$ cat src/rtl/pattern_repeat_streamer.sv
// Bit-serial pattern repeater: latches a pattern and repeat count on start and streams it MSB-first over valid/ready.
// Optional stream accumulator enabled by defining REPEAT_ACCUM_EN.
module pattern_repeat_streamer #(
    parameter int PAT_W = 8,
    parameter int CNT_W = 8,
    parameter int SZ_W  = $clog2(PAT_W + 1),
    parameter int ACC_W = 512
) (
    input  logic             clk,
    input  logic             rst,
    input  logic             start,
    input  logic [PAT_W-1:0] pattern,
    input  logic [SZ_W-1:0]  pattern_size,
    input  logic [CNT_W-1:0] times_repeat,
    output logic             bit_out,
    output logic             bit_valid,
    input  logic             bit_ready,
    output logic             busy,
    output logic             done
`ifdef REPEAT_ACCUM_EN
    ,
    output logic [ACC_W-1:0] acc_data,
    output logic [15:0]      acc_count
`endif
);

    typedef enum logic [1:0] {
        S_IDLE = 2'd0,
        S_RUN  = 2'd1,
        S_DONE = 2'd2
    } state_t;

    localparam logic [SZ_W-1:0] MAX_SIZE = SZ_W'(PAT_W);

    if (ACC_W < 2) begin : g_acc_w_check
        $error("ACC_W must be at least 2");
    end

    state_t           state_q, state_d;
    logic [PAT_W-1:0] pat_q, pat_d;
    logic [SZ_W-1:0]  size_q, size_d;
    logic [SZ_W-1:0]  bit_idx_q, bit_idx_d;
    logic [CNT_W-1:0] rep_cnt_q, rep_cnt_d;
    logic [SZ_W-1:0]  eff_size;
    logic [PAT_W-1:0] pat_shift;
    logic             accept;
    logic             beat;

    always_comb begin
        eff_size = (pattern_size > MAX_SIZE) ? MAX_SIZE : pattern_size;
    end

    always_comb begin
        state_d   = state_q;
        pat_d     = pat_q;
        size_d    = size_q;
        bit_idx_d = bit_idx_q;
        rep_cnt_d = rep_cnt_q;
        accept    = 1'b0;
        beat      = 1'b0;
        case (state_q)
            S_IDLE: begin
                if (start) begin
                    accept    = 1'b1;
                    pat_d     = pattern;
                    size_d    = eff_size;
                    rep_cnt_d = times_repeat;
                    bit_idx_d = eff_size - SZ_W'(1);
                    if (eff_size == '0 || times_repeat == '0) begin
                        state_d = S_DONE;
                    end else begin
                        state_d = S_RUN;
                    end
                end
            end
            S_RUN: begin
                beat = bit_ready;
                if (beat) begin
                    if (bit_idx_q != '0) begin
                        bit_idx_d = bit_idx_q - SZ_W'(1);
                    end else if (rep_cnt_q > CNT_W'(1)) begin
                        // Wrap straight into the next repetition so there is no bubble.
                        bit_idx_d = size_q - SZ_W'(1);
                        rep_cnt_d = rep_cnt_q - CNT_W'(1);
                    end else begin
                        state_d = S_DONE;
                    end
                end
            end
            S_DONE: begin
                state_d = S_IDLE;
            end
            default: begin
                state_d = S_IDLE;
            end
        endcase
    end

    always_ff @(posedge clk) begin
        if (rst) begin
            state_q <= S_IDLE;
        end else begin
            state_q <= state_d;
        end
        pat_q     <= pat_d;
        size_q    <= size_d;
        bit_idx_q <= bit_idx_d;
        rep_cnt_q <= rep_cnt_d;
    end

    always_comb begin
        pat_shift = pat_q >> bit_idx_q;
        bit_valid = (state_q == S_RUN);
        busy      = (state_q == S_RUN);
        done      = (state_q == S_DONE);
        bit_out   = bit_valid & pat_shift[0];
    end

`ifdef REPEAT_ACCUM_EN
    logic [ACC_W-1:0] acc_data_q, acc_data_d;
    logic [15:0]      acc_count_q, acc_count_d;

    always_comb begin
        acc_data_d  = acc_data_q;
        acc_count_d = acc_count_q;
        if (accept) begin
            acc_data_d  = '0;
            acc_count_d = '0;
        end else if (beat) begin
            acc_data_d = {acc_data_q[ACC_W-2:0], bit_out};
            if (acc_count_q != 16'hFFFF) begin
                acc_count_d = acc_count_q + 16'd1;
            end
        end
    end

    always_ff @(posedge clk) begin
        if (rst) begin
            acc_data_q  <= '0;
            acc_count_q <= '0;
        end else begin
            acc_data_q  <= acc_data_d;
            acc_count_q <= acc_count_d;
        end
    end

    assign acc_data  = acc_data_q;
    assign acc_count = acc_count_q;
`endif

endmodule

$ cat config.mk
export PLATFORM = sky130hd
export DESIGN_NAME = pattern_repeat_streamer
export DESIGN_NICKNAME = d
export VERILOG_FILES = /design/src/rtl/pattern_repeat_streamer.sv
export SDC_FILE = /design/constraint.sdc
export NUM_CORES = 1
export LEC_CHECK = 0
export CAP_MARGIN = 20
export CORE_MARGIN = 3
export CORE_UTILIZATION = 54
export DETAILED_ROUTE_END_ITERATION = 10
export HOLD_SLACK_MARGIN = 0.05
export PLACE_DENSITY_LB_ADDON = 0.12
export RECOVER_POWER = 100
export SLEW_MARGIN = 20
export SYNTH_ARGS = -nofsm -noshare
export SYNTH_HDL_FRONTEND = slang
export SYNTH_SLANG_ARGS = --single-unit
$ cat constraint.sdc
create_clock -name clk -period 5.2 [get_ports clk]
set_input_delay 0.78 -clock clk [delete_from_list [all_inputs] [get_ports clk]]
set_output_delay 0.78 -clock clk [all_outputs]
set_load 0.02 [all_outputs]
==> run_results.csv <==
group,metric,value,unit
status,status,"complete, no violations",
synth,syn_inst,113,
clocking,clock_latency,0.32,ns
placed_design,place_congestion,0.765,
route,wirelength,2620,microns
grt,use_met1,23.5,%
worst_setup_path,worstSetupPathType,"reg2out",
synth,yosysSeqAreaShare,55.3,%
worst_setup_path,r2r_start,"state_q[0]$_SDFFE_PP0P_",
placed_design,portBuffers,27,
grt,antenna_found_initial,0,
worst_setup_path,end_kind,"output pin",
sta,rsz0062_at_grt,"no",
hold_path,hp-class,"reg2reg",
synth,yosysUniqueCellTypes,29,
cells_and_area,area_growth,22.9,%
power,power.density,309,nW/um^2
synth,ys_ff_latch,26,
worst_setup_path,max_stage_delay,0.73,ns
floorplan,chipHeight,56.5,microns
synth,netlist_top_cells_area,"edfxtp_1 (52%), mux4_1 (3.8%), nand2_1 (3.5%), o21ai_0 (3.3%), xnor2_1 (3.2%)",
synth,synth-async-reset-ratio,0,%
floorplan,die_area,3190,sq um
synth,syn_nets,140,
power,p_leak,0.610,nW
synth,synth_most_common_cell,"edfxtp_1",
placed_design,dp_hpwl,2040,microns
sta,maxSlewViolCount,0,
clocking,holdBufCountCts,0,
route,drt_iter0_drc,35,
sta,hold_viol,0,
worst_setup_path,crit_path_max_fanout,19,
route,postRouteAntennaNets,0,
grt,gr-total-overflow,0,
grt,grt_pass1_wl,4420,microns
clocking,root_buffer,"clkbuf_4",
sta,setup_viol,0,
worst_setup_path,cp_cell_sequence,"nand2b_1 -> inv_1 -> dlygate4sd3_1",
clocking,cts.clk_slew.worst_paths,0.14,ns
sta,fin_crit_sh,59.5,%
cells_and_area,antenna_cells,0,
worst_setup_path,cp_slowest_cell,"dlygate4sd3_1",
synth,syn_area_per_cell,12.2,sq um
sta,fin_skew,0.00273,ns
clocking,cts_buffer_depth,2,
route,dr.pass1.iters,4,
worst_setup_path,crit_required,4.42,ns
floorplan,die_w,56.5,microns
clocking,cts-buffers-inserted,3,
synth,synth_top_cell_area_share,52.4,%
grt,gr-usage-met2,28.2,%
clocking,ctsResizeCount,0,
worst_setup_path,critical_path_arrival,2.31,ns
sta,tightest_slew,0.923,ns
floorplan,initial_utilization,59.4,%
clocking,clock-sinks,26,
route,vias,976,
sta,setup_tns,0,ns
worst_setup_path,regToRegSetupSlack,3.03,ns
floorplan,num_rows,17,
job,maxCapViolations,0,
sta,fin_ws,2.11,ns
route,avgRoutedWirePerCell,15.7,microns
synth,synth_common_cells,"edfxtp_1 (24), nand2_1 (13), o21ai_0 (9)",
clocking,htreeDepth,1,
floorplan,num_io_pins,28,
sta,min_period,3.09,ns
placed_design,dp_slack,2.50,ns
hold_path,holdCritStartpoint,"state_q[1]$_SDFFE_PP0P_",
sta,slew_headroom,38.3,%
grt,grt.total_usage,17.7,%
worst_setup_path,startpoint_type,"flop",
clocking,cts_setup_buffers,0,
cells_and_area,drive_gt1_share,5.76,%
power,peakVddDrop,0.213,mV
synth,netlist_area,1380,sq um
grt,grt_pass1_vias,947,
grt,use_met3,3.91,%
synth,yosys_warnings,0,
worst_setup_path,cp-startpoint,"state_q[1]$_SDFFE_PP0P_",
floorplan,core_area,2320,sq um
sta,fmax,323,MHz
grt,busiest_layer,"met2",
cells_and_area,fin_nets,167,
route,drcViolationCount,0,
grt,grt_max_degree,20,
synth,synth_edf_count,24,
route,via_per_inst,5.84,
synth,synth_top_cell_by_area,"edfxtp_1",
clocking,cts_tree,"yes",
synth,synth_ff_type,"edfxtp_1",
==> power breakdown <==
group          internal (mW)  switching (mW)  total [mW]
Clock                 0.0779          0.0599       0.138
Combinational         0.0497          0.0492      0.0989
Sequential             0.260          0.0258       0.286
Total                  0.388           0.135       0.523
==> cell type report <==
| class | count | area [sq um] |
|---|---|---|
| Fill cell | 166 | 627 |
| Timing Repair Buffer | 27 | 270 |
| Multi-Input combinational cell | 76 | 551 |
| Inverter | 6 | 22.5 |
| Tap cell | 28 | 35.0 |
| Sequential cell | 26 | 761 |
| Clock inverter | 1 | 30.0 |
| Clock buffer | 3 | 22.5 |
==> registers in the layout, indices dropped and copies added (netlist names) <==
signal and flops:
bit_idx_q 4, rep_cnt_q 8, pat_q 8, size_q 4, state_q 2
==> metrics by stage <==
stage          util, %  area, sq um  hold WS [ns]  std cells  power, mW
2_1_floorplan        -         1380         0.472        113      0.353
3_3_place_gp      71.2         1650         0.509        163      0.389
3_5_place_dp      71.2         1650         0.531        163      0.393
4_1_cts           73.5         1700         0.551        167      0.531
5_1_grt           73.0         1690         0.588        167      0.549
6_report          73.0         1690         0.546        167      0.523
==> metal layers <==
| layer | vias up | wire length [microns] |
|---|---|---|
| met5 | - | 0 |
| met4 | 0 | 46 |
| met3 | 4 | 199 |
| met2 | 52 | 1250 |
| met1 | 445 | 1130 |
| li1 | 475 | - |
==> cells by family (layout without fill, tap and decap cells) <==
| group | after synthesis | in the layout | share of synthesized area, % |
|---|---|---|---|
| simple gates | 40 | 40 | 17.5 |
| flops | 26 | 26 | 55.3 |
| compound gates | 23 | 23 | 11.7 |
| buf+inv | 11 | 37 | 3.82 |
| xor+xnor | 7 | 7 | 4.45 |
| fa+ha+maj | 3 | 3 | 2.73 |
| mux | 3 | 3 | 4.55 |
==> path summary, 6_finish.rpt <==
kind                              to  cells past startpoint
max                        bit_valid                      3
min          state_q[0]$_SDFFE_PP0P_                      1
max reg2reg   bit_idx_q[2]$_DFFE_PP_                      6
min reg2reg  state_q[0]$_SDFFE_PP0P_                      1
==> cells in the final DEF, fill, tap and decap left out, types with 3 or more instances in the layout <==
cell,n
a211oi_1,3
dlygate4sd3_1,15
edfxtp_1,24
clkdlybuf4s50_1,12
clkbuf_4,3
o21ai_0,9
nand2_1,13
nor2_1,6
inv_1,6
nor2b_1,4
xnor2_1,5
nor4_1,4
ha_1,3
nand2b_1,4
==> critical path: cells and delay by family (launching register included) <==
family / cells / cell delay, ns
buf+inv: 2 / 1.02
flops: 1 / 0.44
simple gates: 1 / 0.54
Note: power is estimated with default switching activity, not from simulation.
